$ cat src/rtl/run_stop_counter_if.sv
// run_stop_counter_if: control and status bundle for run_stop_counter.
// The master drives the requests and mode bits; the slave returns count and status.
`default_nettype none

interface run_stop_counter_if #(
   parameter int WIDTH = 4
);
   logic             start;
   logic             stop;
   logic             clear;
   logic             load_en;
   logic [WIDTH-1:0] load_val;
   logic             up_down;
   logic             one_shot;
   logic [WIDTH-1:0] count;
   logic             running;
   logic             done;
   logic             tc;

   modport master (
      output start, stop, clear, load_en, load_val, up_down, one_shot,
      input  count, running, done, tc
   );

   modport slave (
      input  start, stop, clear, load_en, load_val, up_down, one_shot,
      output count, running, done, tc
   );
endinterface

`default_nettype wire

$ cat src/rtl/run_stop_counter.sv
// run_stop_counter: run/stop modulo counter with synchronised start/stop edges,
// up/down, wrap or one-shot, pause/resume, saturating load, clear and terminal pulse.
`default_nettype none

module run_stop_counter #(
   parameter int WIDTH       = 4,
   parameter int MAX_COUNT   = 13,
   parameter int SYNC_STAGES = 2
) (
   input wire                  clk,
   input wire                  reset,
   run_stop_counter_if.slave   bus
);

   generate
      if ((MAX_COUNT < 1) || (MAX_COUNT > (2**WIDTH) - 1)) begin : g_bad_max_count
         $error("run_stop_counter: MAX_COUNT out of range 1 .. 2**WIDTH-1");
      end
      if (SYNC_STAGES < 2) begin : g_bad_sync_stages
         $error("run_stop_counter: SYNC_STAGES must be at least 2");
      end
   endgenerate

   localparam logic [WIDTH-1:0] c_MAX = WIDTH'(MAX_COUNT);

   typedef enum logic [1:0] {
      IDLE  = 2'd0,
      RUN   = 2'd1,
      PAUSE = 2'd2,
      DONE  = 2'd3
   } state_t;

   state_t                 r_state;
   state_t                 w_state_nxt;
   logic [WIDTH-1:0]       r_count;
   logic [WIDTH-1:0]       w_count_nxt;
   logic                   r_tc;
   logic                   w_tc_nxt;

   logic [SYNC_STAGES-1:0] r_start_sync;
   logic [SYNC_STAGES-1:0] r_stop_sync;
   logic                   r_start_q;
   logic                   r_stop_q;
   logic                   w_start_p;
   logic                   w_stop_p;

   logic [WIDTH-1:0]       w_init;
   logic [WIDTH-1:0]       w_term;
   logic [WIDTH-1:0]       w_step;
   logic [WIDTH-1:0]       w_load_sat;

   // Button-style inputs: synchronise, then fire once per rising edge.
   always_ff @(posedge clk or negedge reset) begin
      if (!reset) begin
         r_start_sync <= '0;
         r_stop_sync  <= '0;
         r_start_q    <= 1'b0;
         r_stop_q     <= 1'b0;
      end else begin
         r_start_sync <= {r_start_sync[SYNC_STAGES-2:0], bus.start};
         r_stop_sync  <= {r_stop_sync[SYNC_STAGES-2:0], bus.stop};
         r_start_q    <= r_start_sync[SYNC_STAGES-1];
         r_stop_q     <= r_stop_sync[SYNC_STAGES-1];
      end
   end

   assign w_start_p = r_start_sync[SYNC_STAGES-1] & ~r_start_q;
   assign w_stop_p  = r_stop_sync[SYNC_STAGES-1] & ~r_stop_q;

   assign w_init     = bus.up_down ? '0 : c_MAX;
   assign w_term     = bus.up_down ? c_MAX : '0;
   assign w_load_sat = (bus.load_val > c_MAX) ? c_MAX : bus.load_val;
   assign w_step     = bus.up_down
                     ? ((r_count >= c_MAX) ? '0 : r_count + WIDTH'(1))
                     : ((r_count == '0)    ? c_MAX : r_count - WIDTH'(1));

   always_ff @(posedge clk or negedge reset) begin
      if (!reset) begin
         r_state <= IDLE;
         r_count <= '0;
         r_tc    <= 1'b0;
      end else begin
         r_state <= w_state_nxt;
         r_count <= w_count_nxt;
         r_tc    <= w_tc_nxt;
      end
   end

   always_comb begin
      w_state_nxt = r_state;
      w_count_nxt = r_count;
      w_tc_nxt    = 1'b0;
      if (bus.clear) begin
         w_state_nxt = IDLE;
         w_count_nxt = w_init;
      end else if (bus.load_en) begin
         w_count_nxt = w_load_sat;
      end else begin
         case (r_state)
            IDLE: begin
               if (w_start_p) begin
                  w_state_nxt = RUN;
                  w_count_nxt = w_init;
               end
            end
            RUN: begin
               if (w_stop_p) begin
                  w_state_nxt = PAUSE;
               end else begin
                  w_count_nxt = w_step;
                  // tc is registered, so it lines up with the cycle count sits on terminal.
                  if (w_step == w_term) begin
                     w_tc_nxt = 1'b1;
                     if (bus.one_shot) begin
                        w_state_nxt = DONE;
                     end
                  end
               end
            end
            PAUSE: begin
               if (w_start_p) begin
                  w_state_nxt = RUN;
               end else if (w_stop_p) begin
                  w_state_nxt = IDLE;
               end
            end
            DONE: begin
               if (w_start_p) begin
                  w_state_nxt = RUN;
                  w_count_nxt = w_init;
               end
            end
            default: begin
               w_state_nxt = IDLE;
            end
         endcase
      end
   end

   assign bus.count   = r_count;
   assign bus.running = (r_state == RUN);
   assign bus.done    = (r_state == DONE);
   assign bus.tc      = r_tc;

endmodule

`default_nettype wire

$ cat src/flat_wrapper.sv
// flat-port wrapper written by rule: the top's interface ports become plain ports
module run_stop_counter_flat 
#(
   parameter int WIDTH       = 4,
   parameter int MAX_COUNT   = 13,
   parameter int SYNC_STAGES = 2
)
  (clk, reset, bus_start, bus_stop, bus_clear, bus_load_en, bus_load_val, bus_up_down, bus_one_shot, bus_count, bus_running, bus_done, bus_tc);
  run_stop_counter_if #(.WIDTH(WIDTH)) bus_i ();
  input wire clk;
  input wire reset;
  input wire logic [$bits(bus_i.start)-1:0] bus_start;
  input wire logic [$bits(bus_i.stop)-1:0] bus_stop;
  input wire logic [$bits(bus_i.clear)-1:0] bus_clear;
  input wire logic [$bits(bus_i.load_en)-1:0] bus_load_en;
  input wire logic [$bits(bus_i.load_val)-1:0] bus_load_val;
  input wire logic [$bits(bus_i.up_down)-1:0] bus_up_down;
  input wire logic [$bits(bus_i.one_shot)-1:0] bus_one_shot;
  output wire logic [$bits(bus_i.count)-1:0] bus_count;
  output wire logic [$bits(bus_i.running)-1:0] bus_running;
  output wire logic [$bits(bus_i.done)-1:0] bus_done;
  output wire logic [$bits(bus_i.tc)-1:0] bus_tc;
  assign bus_i.start = bus_start;
  assign bus_i.stop = bus_stop;
  assign bus_i.clear = bus_clear;
  assign bus_i.load_en = bus_load_en;
  assign bus_i.load_val = bus_load_val;
  assign bus_i.up_down = bus_up_down;
  assign bus_i.one_shot = bus_one_shot;
  assign bus_count = bus_i.count;
  assign bus_running = bus_i.running;
  assign bus_done = bus_i.done;
  assign bus_tc = bus_i.tc;
  run_stop_counter #(.WIDTH(WIDTH), .MAX_COUNT(MAX_COUNT), .SYNC_STAGES(SYNC_STAGES)) u_core (.clk(clk), .reset(reset), .bus(bus_i));
endmodule
$ cat config.mk
export PLATFORM = sky130hd
export DESIGN_NAME = run_stop_counter_flat
export DESIGN_NICKNAME = d
export VERILOG_FILES = /design/src/rtl/run_stop_counter_if.sv /design/src/rtl/run_stop_counter.sv /design/src/flat_wrapper.sv
export SDC_FILE = /design/constraint.sdc
export NUM_CORES = 1
export LEC_CHECK = 0
export ABC_AREA = 1
export BUFFER_PORTS_ARGS = -buffer_cell sky130_fd_sc_hd__buf_4
export CORE_AREA = 2 2 44 46
export DETAILED_ROUTE_END_ITERATION = 12
export DIE_AREA = 0 0 46 48
export GPL_TIMING_DRIVEN = 0
export PLACE_DENSITY = 0.76
export SYNTH_ARGS = -nofsm -noshare
export SYNTH_HDL_FRONTEND = slang
export SYNTH_SLANG_ARGS = --single-unit
$ cat constraint.sdc
create_clock -name clk -period 4.7 [get_ports clk]
set_input_delay 1.41 -clock clk [delete_from_list [all_inputs] [get_ports clk]]
set_output_delay 1.41 -clock clk [all_outputs]
set_load 0.01 [all_outputs]
==> results.md, run 1 <==
- Post-synthesis cell area: 902 sq um
- DRT Pass-1 Iters: 4
- Hold wc startpoint: u_core.r_stop_sync[0]
- Startpoint Class: flip-flop
- Yosys warnings: 0
- Lkg Pwr: 0.000597 uW
- Vias: 858
- Pint: 293 uW
- Num Clock Sinks: 13
- Ports: 19
- Floorplan row count: 15
- Worst VDD drop: 0.319 mV
- Switching Share: 46.9%
- Syn avg cell area: 6.94 sq um
- IO buf count: 18
- Die width: 46 microns
- Yosys top cell by area: dfrtp_1
- Top cells by area, synth: dfrtp_1 36%, nand2_1 15%, ha_1 9.7%, nand3_1 8.3%, inv_1 7.9%
- Final hold viol count: 0
- Largest net degree at the start of global routing: 14
- Final worst path period need: 2.54 ns
- Post-synth top area share: 36.1%
- Initial antenna violation count: 0
- Flops & latches, synth: 13
- Worst Setup SP: u_core.r_state[1]
- Final setup violation count: 0
- Slew headroom: 83.8%
- WL met1: 789 microns
- Cells after Synth: 130
- Post-synthesis net count: 149
- Antenna cells: 0
- Post-DP HPWL: 1.54 mm
- Arrival time worst endpoint: 1.13 ns
- Nets: 172
- Met2 wire length: 986 microns
- Die H: 48 microns
- Vias in the first global route: 748
- DR WL/cell: 10.9 microns
- Synth unique cells: 18
- Core area: 0.00169 sq mm
- Post-Synth XOR/XNOR Area: 0%
- Reg2Reg Setup Slack: 2.84 ns
- ANT nets after route: 0
- Switching power: 259 uW
- Synth Area in Simple Gates: 35.2%
- Clock Skew: 0.00247 ns
- Setup Crit Path Kind: flip-flop to output pin
- Clock power frac: 11.2%
- DRC: 0
- Total track usage: 18.6%
- Largest family of logic cells by synthesized area: simple AND/OR/NAND/NOR gates
- Worst Hold Class: flip-flop to flip-flop
- Crit end category: output pin
- Via density: 5.08
- Post-synthesis compound-gate area fraction: 10.3%
- Remaining Overflow, GRT: 0
- Total CTS buffers: 3
- Initial detailed-routing violation count: 11
- Hold Slack: 0.346 ns
- RSZ-0062 raised after global routing: false
- P&R area growth vs syn: 20.2%
- Die area: 0.00221 sq mm
- Status: complete, no violations
- H-tree levels: 1
- Post_cts resized: 0
- Fmax: 393 MHz
- Proportion of synthesized area in mux cells: 0%
- Routed met3 length: 59 microns
- Cts hold-fix bufs: 0
- Adder-cell share of the synthesized area: 9.71%
- Clock Path Buffers: 2
- Clock-pin slew on the worst setup and hold paths: 0.07 ns
- Max-Cap Viols: 0
- Worst-Margin Slew: 0.243 ns
- Initial Util: 53.4%
- Uppermost layer routed: met3
- Reg2reg start: u_core.bus.count[0]
- Crit-path max FO: 5
- TNS Setup: 0 ns
- Worst Path Required: 3.29 ns
- Post CTS Setup Buffer Count: 0
- Final weighted congestion in routability-driven placement: 0.875
- CTS tree: built
- Clk_lat worst skew: 0.26 ns
- Sequential element share of the synthesized area: 36.1%
- PD cells: 509 mW/mm^2
- First-pass GRT wire length: 2.90 mm
- Share of post-route cells with drive strength above 1: 18.4%
- Reg power frac: 30.8%
- Final number of max-transition violations: 0
- Comb pwr share: 58.0%
- Post-detailed-routing wire length: 1.83 mm
- Final cycle utilization of the critical path: 54.1%
- Clk root buf: clkbuf_4
[layout make-up]
| class | count | area, sq um |
|---|---|---|
| timing repair buffer | 18 | 135 |
| tap | 17 | 21.3 |
| inverter | 21 | 78.8 |
| clock buffer | 4 | 26.3 |
| sequential | 13 | 325 |
| fill | 164 | 604 |
| multi-input combinational | 96 | 498 |
[cell usage in the layout (no fill, tap or decap)]
cell type,count
a31oi_1,2
inv_1,19
buf_4,18
or2_0,1
o211ai_1,2
clkbuf_4,3
nand3_2,2
nor2_2,1
inv_2,2
clkbuf_1,1
nand4_1,1
nand3_1,15
a21oi_1,6
a22oi_1,2
nor2_1,14
dfrtp_1,13
o21ai_1,1
ha_1,7
nand2_1,37
o21ai_0,3
nand2_2,2
[cell usage after synthesis]
master,number
a21oi_1,6
a22oi_1,2
a31oi_1,2
dfrtp_1,13
ha_1,7
inv_1,19
inv_2,2
nand2_1,37
nand2_2,2
nand3_1,15
nand3_2,2
nand4_1,1
nor2_1,14
nor2_2,1
o211ai_1,2
o21ai_0,3
o21ai_1,1
or2_0,1
[cells by family after synthesis]
family | count (synthesis)
simple gates | 73
buf+inv | 21
compound gates | 16
flops | 13
fa+ha+maj | 7
[sequential cells by signal, summed over array words and instances, names as in the netlist]
signal               count
u_core.bus.count         4
u_core.bus.tc            1
u_core.r_start_q         1
u_core.r_start_sync      2
u_core.r_state           2
u_core.r_stop_q          1
u_core.r_stop_sync       2
[layer usage]
metal,vias up,track usage (%)
met3,0,6.04
met1,385,20.1
li1,460,-
met5,-,0
met4,0,3.43
met2,13,35.6
[final timing paths]
kind / to / depth (start not counted)
setup / recovery: bus_running / 3
hold reg to reg: u_core.r_stop_sync[1] / 0
setup reg to reg: u_core.r_state[1] / 13
min in group asynchronous: u_core.r_stop_sync[1] / 1
hold / removal: u_core.r_stop_sync[1] / 0
max in group asynchronous: u_core.r_start_sync[0] / 1
[power groups by stage]
stage	clock, uW	sequential, uW	combinational [uW]
global route	71.5	176	362
detailed placement	0	173	320
global placement	0	172	312
CTS	64.9	171	322
finish	62.0	170	320
floorplan	0	173	223
[critical path, stage by stage (launching register included)]
cell and delay [ns]:
dfrtp_1 0.41, inv_1 0.07, ha_1 0.23, buf_4 0.16
[per-stage QoR]
step / power [uW] / worst slack [ns] / utilization (%) / cell area [sq um] / cells
2_1_floorplan: 396 / 2.54 / - / 902 / 130
3_3_place_gp: 484 / 2.31 / 62.7 / 1060 / 165
3_5_place_dp: 493 / 2.28 / 62.7 / 1060 / 165
4_1_cts: 558 / 2.16 / 64.2 / 1080 / 169
5_1_grt: 609 / 2.11 / 64.2 / 1080 / 169
6_report: 552 / 2.16 / 64.2 / 1080 / 169
Power figures use the tool's default switching activity.
==> run 2: changes to the inputs <==
--- a/config.mk
+++ b/config.mk
@@ -7,11 +7,11 @@
 export LEC_CHECK = 0
 export ABC_AREA = 1
 export BUFFER_PORTS_ARGS = -buffer_cell sky130_fd_sc_hd__buf_4
-export CORE_AREA = 2 2 44 46
+export CORE_AREA = 2 2 47 49
 export DETAILED_ROUTE_END_ITERATION = 12
-export DIE_AREA = 0 0 46 48
+export DIE_AREA = 0 0 49 51
 export GPL_TIMING_DRIVEN = 0
-export PLACE_DENSITY = 0.76
+export PLACE_DENSITY = 0.7
 export SYNTH_ARGS = -nofsm -noshare
 export SYNTH_HDL_FRONTEND = slang
 export SYNTH_SLANG_ARGS = --single-unit
==> constraint.sdc (replaced) <==
create_clock -name clk -period 2.15 [get_ports clk]
set_input_delay 0.645 -clock clk [delete_from_list [all_inputs] [get_ports clk]]
set_output_delay 0.645 -clock clk [all_outputs]
set_load 0.01 [all_outputs]
==> run 2 against run 1 <==
Effect of this change:
- cell count increased by 6.5%
- non-clock buffer count unchanged
- register-to-register slack got worse by 2.6 ns
- die area increased by 13%
- sequential share of layout area down 0.38 points
- via count grew 3.8%
- core utilization is 11 points lower
- worst hold slack worse by 0.14 ns
- combinational power grew 120%
==> results.md, run 2 (synthesis results as in run 1) <==
- Status: complete, no violations
- Post-detailed-routing wire length: 1.84 mm
- Ports: 19
- Reg2reg start: u_core.bus.count[0]
- Clk root buf: clkbuf_4
- Remaining Overflow, GRT: 0
- Largest net degree at the start of global routing: 14
- Lkg Pwr: 0.000597 uW
- DRT Pass-1 Iters: 4
- Worst-Margin Slew: 0.263 ns
- Worst Path Required: 2.31 ns
- Reg2Reg Setup Slack: 0.29 ns
- Share of post-route cells with drive strength above 1: 18.4%
- Setup Crit Path Kind: flip-flop to flip-flop
- Vias: 891
- Finished Core Util: 53.2%
- Clock Skew: 0.000928 ns
- Antenna cells: 0
- Slew headroom: 82.5%
- H-tree levels: 1
- Worst Reg-to-Reg Cells: 13
- Crit-path max FO: 7
- CTS tree: built
- DR WL/cell: 10.2 microns
- PD cells: 1100 mW/mm^2
- DRC: 0
- Num Clock Sinks: 13
- Die H: 51 microns
- Post-DP HPWL: 1.50 mm
- Final cycle utilization of the critical path: 86.7%
- Initial detailed-routing violation count: 19
- Setup crit end: u_core.r_state[0]
- Clk_lat worst skew: 0.26 ns
- Most frequent CP cell: nand2_1
- P&R area growth vs syn: 21.8%
- Met1 Resource Use GR: 19.9%
- Fmax: 537 MHz
- Die width: 49 microns
- First-pass GRT wire length: 3.18 mm
- Levels on crit path: 13
- Critical-path top delay cell: dfrtp_1
- Fillcell total: 220
- Final setup violation count: 0
- IO buf count: 18
- Crit-path leading delay family: simple AND/OR/NAND/NOR gates
- Startpoint Class: flip-flop
- Initial Util: 43.7%
- Largest register FFs: 4
- Crit end category: flip-flop
- Clock-pin slew on the worst setup and hold paths: 0.07 ns
- Post_cts resized: 0
- Initial antenna violation count: 0
- Total track usage: 16.4%
- Post CTS Setup Buffer Count: 0
- Arrival time worst endpoint: 2.02 ns
- Worst VDD drop: 0.557 mV
- Via density: 4.95
- Floorplan row count: 17
- RSZ-0062 raised after global routing: false
- Commonest non-fill, non-tap cell in the layout: nand2_1
- Final number of max-transition violations: 0
- Worst Hold Class: input port to asynchronous set/reset pin
- CP bufs+invs: 1
- Core area: 0.00206 sq mm
- Reg2reg end: u_core.r_state[0]
- Final worst path period need: 1.86 ns
- Final hold viol count: 0
- Die area: 0.00250 sq mm
- GR peak layer: met2
- Global routing usage on met2: 28.5%
- Crit path cell chain: inv_1 -> ha_1 -> nand2_1 -> nand2_1 -> nand2_1 -> nand2_1 -> nand3_1 -> nor2_2 -> nand3_2 -> nand2_2 -> nand2_2 -> nand2_1 -> nand2_1
- Worst Setup SP: u_core.bus.count[0]
- Max-Cap Viols: 0
- ANT nets after route: 0
- Clock Path Buffers: 2
- Total CTS buffers: 3
- Vias in the first global route: 752
- Max incr delay on CP: 0.46 ns
- Global Route met3 Usage: 2.92%
- Commonest non-fill, non-tap cells in the layout: 37 x nand2_1, 19 x inv_1, 18 x buf_4, 15 x nand3_1, 14 x nor2_1
- Final weighted congestion in routability-driven placement: 0.845
- Nets: 172
- TNS Setup: 0 ns
- Cts hold-fix bufs: 0
[run 2: final cells by class]
class                   instances  area (sq um)  area share (%)
clock buffers                   4          26.3            2.39
multi-input cells              96           498            45.3
flip-flops and latches         13           325            29.6
repair buffers                 18           135            12.3
well taps                      28          35.0            3.19
inverters                      21          78.8            7.18
[run 2: where the power goes]
group / switching (uW) / internal (uW) / total [uW]
registers: 77.5 / 298 / 375
logic: 427 / 271 / 698
clock network: 68.6 / 71.7 / 140
total: 573 / 640 / 1210
[run 2: layer usage]
layer  vias to the layer above  share of wire (%)
met1                       400                 44
met2                        28                 50
met5                         -                  0
li1                        461                  -
met3                         2                4.6
met4                         0                1.3
[run 2: per-stage QoR]
step / instance area [sq um] / hold slack, ns / power [uW] / std cells / setup WS, ns
after floorplan: 902 / 0.331 / 865 / 130 / 0.497
after global placement: 1070 / 0.332 / 1060 / 176 / 0.339
after detailed placement: 1070 / 0.336 / 1080 / 176 / 0.296
after CTS: 1100 / 0.202 / 1220 / 180 / 0.287
after global routing: 1100 / 0.192 / 1350 / 180 / 0.0196
final: 1100 / 0.206 / 1210 / 180 / 0.287
[run 2: worst min path at each step]
stage	endpoint	cells after the start	slack, ns	startpoint
final	u_core.r_start_sync[1]	1	0.21	reset
after global routing	u_core.r_stop_sync[0]	1	0.19	reset
after CTS	u_core.r_stop_sync[0]	1	0.20	reset
after detailed placement	u_core.r_stop_sync[1]	0	0.34	u_core.r_stop_sync[0]
after global placement	u_core.r_stop_sync[1]	0	0.33	u_core.r_stop_sync[0]
after floorplan	u_core.r_start_sync[1]	0	0.33	u_core.r_start_sync[0]
[run 2: worst register-to-register path, delay by kind of cell (launching register included)]
kind,cells,cell delay [ns]
adders and majority gates,1,0.21
buffers and inverters,1,0.20
DFF,1,0.46
and+or+nand+nor,11,0.89
